$ cat config.mk
export PLATFORM = sky130hd
export DESIGN_NAME = ext_io_port
export DESIGN_NICKNAME = d
export VERILOG_FILES = /design/src/rtl/ext_io_port.sv
export SDC_FILE = /design/constraint.sdc
export NUM_CORES = 1
export LEC_CHECK = 0
export CELL_PAD_IN_SITES_DETAIL_PLACEMENT = 1
export CELL_PAD_IN_SITES_GLOBAL_PLACEMENT = 2
export CORE_UTILIZATION = 40
export CTS_BUF_LIST = sky130_fd_sc_hd__clkbuf_8
export DETAILED_ROUTE_END_ITERATION = 10
export PLACE_DENSITY_LB_ADDON = 0.15
export SLEW_MARGIN = 5
export SYNTH_ARGS = -nofsm -noshare
export SYNTH_HDL_FRONTEND = slang
export SYNTH_SLANG_ARGS = --single-unit
$ cat constraint.sdc
create_clock -name clk -period 2.75 [get_ports clk]
set_input_delay 0.275 -clock clk [delete_from_list [all_inputs] [get_ports clk]]
set_output_delay 0.275 -clock clk [all_outputs]
set_load 0.02 [all_outputs]
$ cat src/rtl/ext_io_port.sv
// Environment side of the SCPU external I/O port: a host-to-CPU input FIFO
// and a CPU-to-host output FIFO, each with first-word fall-through heads.
module ext_io_port #(
  parameter int DEPTH = 4,
  parameter int AW    = 2
) (
  input  logic          clk,
  input  logic          rst,
  input  logic [7:0]    host_in_data,
  input  logic          host_in_valid,
  output logic          host_in_ready,
  input  logic          cpu_in_rd,
  output logic [7:0]    ext_in,
  output logic          in_empty,
  output logic [AW:0]   in_count,
  input  logic          cpu_out_we,
  input  logic [7:0]    ext_out,
  output logic          out_full,
  output logic [AW:0]   out_count,
  output logic [7:0]    host_out_data,
  output logic          host_out_valid,
  input  logic          host_out_ready,
  input  logic          clr_err,
  output logic          underflow,
  output logic          overflow
);

  localparam logic [AW:0] PTR_ONE = {{AW{1'b0}}, 1'b1};

  logic [7:0]  in_mem_r  [DEPTH];
  logic [7:0]  out_mem_r [DEPTH];
  logic [AW:0] in_wp_r, in_rp_r, out_wp_r, out_rp_r;
  logic        underflow_r, overflow_r;

  logic in_empty_s, in_full_s, in_push_s, in_pop_s, in_under_s;
  logic out_empty_s, out_full_s, out_push_s, out_pop_s, out_drop_s;

  // Occupancy decode: extra pointer bit distinguishes full from empty.
  assign in_empty_s  = (in_wp_r == in_rp_r);
  assign in_full_s   = (in_wp_r[AW] != in_rp_r[AW]) &&
                       (in_wp_r[AW-1:0] == in_rp_r[AW-1:0]);
  assign out_empty_s = (out_wp_r == out_rp_r);
  assign out_full_s  = (out_wp_r[AW] != out_rp_r[AW]) &&
                       (out_wp_r[AW-1:0] == out_rp_r[AW-1:0]);

  assign in_push_s  = host_in_valid && !in_full_s;
  assign in_pop_s   = cpu_in_rd && !in_empty_s;
  assign in_under_s = cpu_in_rd && in_empty_s;

  // A full output FIFO still takes a write when the host drains the head in the same cycle.
  assign out_pop_s  = host_out_ready && !out_empty_s;
  assign out_push_s = cpu_out_we && (!out_full_s || out_pop_s);
  assign out_drop_s = cpu_out_we && out_full_s && !out_pop_s;

  assign host_in_ready  = !in_full_s;
  assign in_empty       = in_empty_s;
  assign in_count       = in_wp_r - in_rp_r;
  assign out_full       = out_full_s;
  assign out_count      = out_wp_r - out_rp_r;
  assign host_out_valid = !out_empty_s;
  assign underflow      = underflow_r;
  assign overflow       = overflow_r;

  // Fall-through heads, forced to zero when the FIFO is empty.
  always_comb begin
    ext_in        = 8'h00;
    host_out_data = 8'h00;
    if (!in_empty_s) begin
      ext_in = in_mem_r[in_rp_r[AW-1:0]];
    end else begin
      ext_in = 8'h00;
    end
    if (!out_empty_s) begin
      host_out_data = out_mem_r[out_rp_r[AW-1:0]];
    end else begin
      host_out_data = 8'h00;
    end
  end

  // Storage writes; contents survive reset, only the pointers are cleared.
  always_ff @(posedge clk) begin
    if (rst && in_push_s) begin
      in_mem_r[in_wp_r[AW-1:0]] <= host_in_data;
    end
    if (rst && out_push_s) begin
      out_mem_r[out_wp_r[AW-1:0]] <= ext_out;
    end
  end

  // Pointer updates for both FIFOs.
  always_ff @(posedge clk) begin
    if (!rst) begin
      in_wp_r  <= '0;
      in_rp_r  <= '0;
      out_wp_r <= '0;
      out_rp_r <= '0;
    end else begin
      if (in_push_s)  in_wp_r  <= in_wp_r + PTR_ONE;
      if (in_pop_s)   in_rp_r  <= in_rp_r + PTR_ONE;
      if (out_push_s) out_wp_r <= out_wp_r + PTR_ONE;
      if (out_pop_s)  out_rp_r <= out_rp_r + PTR_ONE;
    end
  end

  // Sticky error flags; a new event in the clearing cycle keeps the flag set.
  always_ff @(posedge clk) begin
    if (!rst) begin
      underflow_r <= 1'b0;
      overflow_r  <= 1'b0;
    end else begin
      underflow_r <= (underflow_r && !clr_err) || in_under_s;
      overflow_r  <= (overflow_r && !clr_err) || out_drop_s;
    end
  end

endmodule

After elaboration in Yosys (flattened, before gate mapping)
Memories as Yosys holds them, arrays and structs flattened. A register that Yosys moved wholly into a read port is not among the register bits.
Cells that the tools add are included.
- bits in registers: 14
- memory bits (writable): 64
- input bits: 23
- output and inout port bits: 28
- word-level logic and storage cells: 52
- memories: 2
- add/subtract/negate cells: 6
- eq/ne operators: 6
- multiplexer cells: 10
- reductions and logical operators: 22
- memory list (memory ; words ; bits a word ; read ports ; clocked after memory_dff ; write ports ; RTL line ; text):
    in_mem_r ; 4 ; 8 ; 1 ; 1 ; 1 ; 30 ; logic [7:0] in_mem_r [DEPTH];
    out_mem_r ; 4 ; 8 ; 1 ; 1 ; 1 ; 31 ; logic [7:0] out_mem_r [DEPTH];
- operator list (kind ; number):
    $mux W8 ; 2
    $logic_and A1 B1 Y1 ; 13
    $add A3 B1 Y3 const B ; 4
    $mux W2 ; 4
    $eq A3 B3 Y1 ; 2
    $logic_not A1 Y1 ; 6
    $sub A3 B3 Y3 ; 2
    $eq A2 B2 Y1 ; 2
    $mux W1 ; 4
    $logic_or A1 B1 Y1 ; 3
    $ne A1 B1 Y1 ; 2

Longest topological paths before layout
- depth after elaboration: 8
- gate-level depth with buffers: 6
- depth with buffers taken out: 5

Worst setup path after synthesis
Ideal clock, no wire load.
- path kind: flip-flop to flip-flop
- start: register in_wp_r[0]
- end: memory in_mem_r[0][0], enable pin
- setup time: 0.332 ns
- arrival time: 1.629 ns
- required time: 2.418 ns
- setup slack: 0.789 ns
- stages on the path, launching flop included: 6
- path buffers: 0
- period minus slack after synthesis: 1.961 ns
- path through: dfxtp_1 > inv_1 > ha_1 > and2_1 > a21boi_1 > and3_1
- word-level cells in the longest chain between the ends: 7
- ends and longest elaborated chain (element ; RTL line ; text):
    from (decl) ; 32 ; logic [AW:0] in_wp_r, in_rp_r, out_wp_r, out_rp_r;
    from (signal assigned) ; 98 ; if (in_push_s) in_wp_r <= in_wp_r + PTR_ONE;
    $eq A2 B2 Y1 ; 41 ; (in_wp_r[AW-1:0] == in_rp_r[AW-1:0]);
    $logic_and A1 B1 Y1 ; 40 ; assign in_full_s = (in_wp_r[AW] != in_rp_r[AW]) &&
    $logic_not A1 Y1 ; 46 ; assign in_push_s = host_in_valid && !in_full_s;
    $logic_and A1 B1 Y1 ; 46 ;
    $logic_and A1 B1 Y1 ; 82 ; if (rst && in_push_s) begin
    $mux W1 ; 82 ;
    $mux W1 (not written as such) ; 83 ; in_mem_r[in_wp_r[AW-1:0]] <= host_in_data;
    to (decl) ; 30 ;
Several ways; a longest one is shown, not always the timed one.

Worst setup path in the final report
- start: register out_wp_r[0]
- end: output host_out_valid
- word-level cells in the longest chain between the ends: 2
- ends and longest elaborated chain (element ; RTL line ; text):
    from (decl) ; 32 ;
    from (signal assigned) ; 100 ; if (out_push_s) out_wp_r <= out_wp_r + PTR_ONE;
    $eq A3 B3 Y1 ; 42 ; assign out_empty_s = (out_wp_r == out_rp_r);
    $logic_not A1 Y1 ; -- ;
    to (decl) ; 21 ; output logic host_out_valid,
No other way between the ends.

==> flow_summary.toml <==
[global_route]
grt_max_degree = 20
grt_overflow = 0
grt_pass1_vias = 1950
grt_usage = 0.1590
antenna_found_initial = 0
grt_pass1_wl_um = 10430

[finish]
fin_nets = 325
antenna_cells = 0
layout_common_cells = "edfxtp_1 (64), clkdlybuf4s50_1 (41), nand2_1 (18), dfxtp_1 (18)"
multiInputGateArea_mm2 = 0.001164
fin_cells = 396
drive_gt1_frac = 0.1340
area_delta_synth_final_pct = 24.55
fin_util = 0.5256
final_common_cell = "edfxtp_1"
seqCellArea_mm2 = 0.002282
final_area_mm2 = 0.004405
nFillCells = 826

[route]
num_vias = 2010
routed_wirelength_um = 6696
drtAntennaViolNets = 0
top_layer = "met4"
wl_per_cell_um = 16.91
met2WireLength_um = 3188
drc = 0
avgViaCountPerCell = 5.076
met1_length_um = 3186
drt_iter0_drc = 75
first_pass_iters = 4
wl_met3_um = 251

[cts]
holdBufCountCts = 0
cts.clk_slew.worst_paths_ps = 80
cts_root_buf = "clkbuf_8"
cts_tree = "built"
cts.sinks = 82
clkLatencyLatePin_ps = 340
cts_buffer_depth = 2
numCtsBuffers = 9
cts_htree_levels = 3

[sta]
slew_headroom = 0.5980
fin_crit_ps = 2575
worst_slew_pin_slew_ps = 601.1
finalHoldViolCount = 0
fmax_ghz = 0.3884
finClkSkew_ps = 8.282
fin_setup_tns_ps = 0
finalMaxSlewViolations = 0
setup_viol = 0
hold_slack_ps = 472.3
rsz0062_at_grt = "no"
finalCritPeriodShare = 0.9363

[floorplan]
die_h_um = 96.04
die-area_mm2 = 0.009223
core_mm2 = 0.008382
die_x_um = 96.04
rows = 33
start_util = 0.4220
num_io_pins = 51

[flow_run]
max-cap-violations = 0

[yosys]
synth_fp_nets = 266
ys_types = 35
avgSynthCellArea_um2 = 15.58
synth-seq-area-share = 0.6452
yosysWarnings = 0
netlist_area_mm2 = 0.003537
ys_seq_elements = 82
synthCells = 227

[placement]
place_hpwl_um = 4684
port_buffers = 50
place_inst = 380
placed_cell_area_mm2 = 0.004182
routabilityCongestion = 0.7178

[worst_setup_path]
r2r_slack_ps = 530
crit_path_end_kind = "output port"
arrival_ps = 2300
reg2reg_depth = 6
cp-start-kind = "register"
r2r_end = "in_mem_r[1][3]$_DFFE_PP_"
slowest_delay_ps = 590
cp-endpoint = "host_out_valid"
crit_fanout = 10
crit_required_ps = 2480
critPathSlowestCell = "clkdlybuf4s50_1"
crit_chain = "inv_1 -> ha_1 -> and2_1 -> and2_2 -> inv_1 -> clkdlybuf4s50_1"
crit_path_start = "out_wp_r[0]$_SDFFE_PN0P_"
crit_top_cell = "inv_1"
worstSetupPathType = "reg2out"
r2r-start = "in_wp_r[0]$_SDFFE_PN0P_"

[worst_hold_path]
hp-class = "reg2reg"

[status]
status = "finished, final reports clean"

[power]
leakagePower_nw = 1.696
p_int_w = 0.002362
p_comb_frac = 0.315
netSwitchingFraction = 0.3070
seq_power_share = 0.427
switching_power_w = 0.001046
ir_drop_v = 0.0003784
p_clk_frac = 0.258
p_per_area_mw_per_mm2 = 773.7
power groups by stage:
| stage | Clock (W) | Combinational (W) | Sequential [W] |
|---|---|---|---|
| 2_1_floorplan | 0 | 0.000638 | 0.00146 |
| 3_3_place_gp | 0 | 0.00109 | 0.00148 |
| 3_5_place_dp | 0 | 0.00110 | 0.00148 |
| 4_1_cts | 0.000902 | 0.00110 | 0.00146 |
| 5_1_grt | 0.000948 | 0.00117 | 0.00146 |
| 6_report | 0.000881 | 0.00107 | 0.00145 |
critical path: cells and delay by family (launching register included):
kind	cells	cell delay, ps
simple gates	2	470
fa+ha+maj	1	340
flops	1	380
buf+inv	3	770
stage by stage:
stage	setup slack, ps	power [W]
2_1_floorplan	789.4	0.002102
3_3_place_gp	333.0	0.002568
3_5_place_dp	256.8	0.002581
4_1_cts	46.13	0.003462
5_1_grt	28.57	0.003582
6_report	175.2	0.003409
state kept, by name, summed over array words and instances, names as in the netlist, named ones only:
| register | cells |
|---|---|
| in_mem_r | 32 |
| out_rp_r | 3 |
| underflow | 1 |
| in_rp_r | 3 |
| out_mem_r | 32 |
| in_wp_r | 3 |
| overflow | 1 |
| out_wp_r | 3 |
synthesized netlist by cell type:
| cell | count | share of area |
|---|---|---|
| buf_2 | 1 | 0.0014 |
| o21ai_0 | 1 | 0.0014 |
| clkbuf_2 | 1 | 0.0014 |
| inv_1 | 16 | 0.017 |
| and2_0 | 1 | 0.0018 |
| nor2b_1 | 16 | 0.028 |
| nand2_1 | 18 | 0.019 |
| clkbuf_1 | 4 | 0.0042 |
| dfxtp_1 | 18 | 0.10 |
| xnor2_2 | 1 | 0.0046 |
| a21boi_1 | 1 | 0.0021 |
| fa_1 | 2 | 0.011 |
| nand3_1 | 1 | 0.0014 |
| mux2i_1 | 11 | 0.031 |
| buf_1 | 2 | 0.0021 |
| and3_1 | 8 | 0.014 |
| xnor2_1 | 3 | 0.0074 |
| nand4_1 | 3 | 0.0053 |
| nor2_1 | 2 | 0.0021 |
| or4_1 | 1 | 0.0021 |
| a21oi_1 | 3 | 0.0042 |
| o311a_1 | 1 | 0.0028 |
| edfxtp_1 | 64 | 0.54 |
| ha_1 | 14 | 0.050 |
| a211o_1 | 2 | 0.0050 |
| or4b_1 | 1 | 0.0028 |
| o31a_1 | 1 | 0.0025 |
| and4_1 | 1 | 0.0025 |
| mux4_2 | 16 | 0.10 |
| a211oi_1 | 1 | 0.0021 |
| xor2_1 | 1 | 0.0025 |
| o211ai_1 | 3 | 0.0064 |
| nand2b_1 | 5 | 0.0088 |
| and2_1 | 2 | 0.0035 |
| nor4_1 | 1 | 0.0018 |
logic make-up (layout without fill, tap and decap cells):
logic type,Yosys count,in the layout,synth area share
flops,82,82,0.6452
buf+inv,24,88,0.02617
xor+xnor,5,5,0.01451
mux,27,27,0.1330
compound gates,13,13,0.02653
fa+ha+maj,16,16,0.06084
simple gates,60,60,0.09374
metal layers:
metal | GRT usage | vias up
li1 | - | 960
met1 | 0.2172 | 1003
met2 | 0.2494 | 42
met3 | 0.03633 | 5
met4 | 0.05597 | 0
met5 | 0 | -
layout make-up:
cell class,count,area share
tap,105,0.02982
clock buffer,9,0.02812
inverter,16,0.01363
clock inverter,7,0.01732
multi-input combinational,121,0.2641
sequential,82,0.5180
timing repair buffer,56,0.1289
worst min-delay path by stage:
| stage | start | endpoint | slack, ps | depth (start not counted) |
|---|---|---|---|---|
| CTS | underflow$_SDFF_PN0_ | underflow$_SDFF_PN0_ | 480 | 2 |
| floorplan | host_in_data[0] | in_mem_r[0][0]$_DFFE_PP_ | 370 | 0 |
| global route | underflow$_SDFF_PN0_ | underflow$_SDFF_PN0_ | 490 | 2 |
| detailed placement | underflow$_SDFF_PN0_ | underflow$_SDFF_PN0_ | 460 | 2 |
| finish | underflow$_SDFF_PN0_ | underflow$_SDFF_PN0_ | 470 | 2 |
| global placement | underflow$_SDFF_PN0_ | underflow$_SDFF_PN0_ | 460 | 2 |
what timing repair did:
item / 4_1_cts / 5_1_grt
setup endpoints to repair: 9 / 9
pin swaps: 0 / 0
buffers inserted: 0 / 0
resized for setup: 2 / 9
cloned: 0 / 0
(Power assumes the default switching activity.)
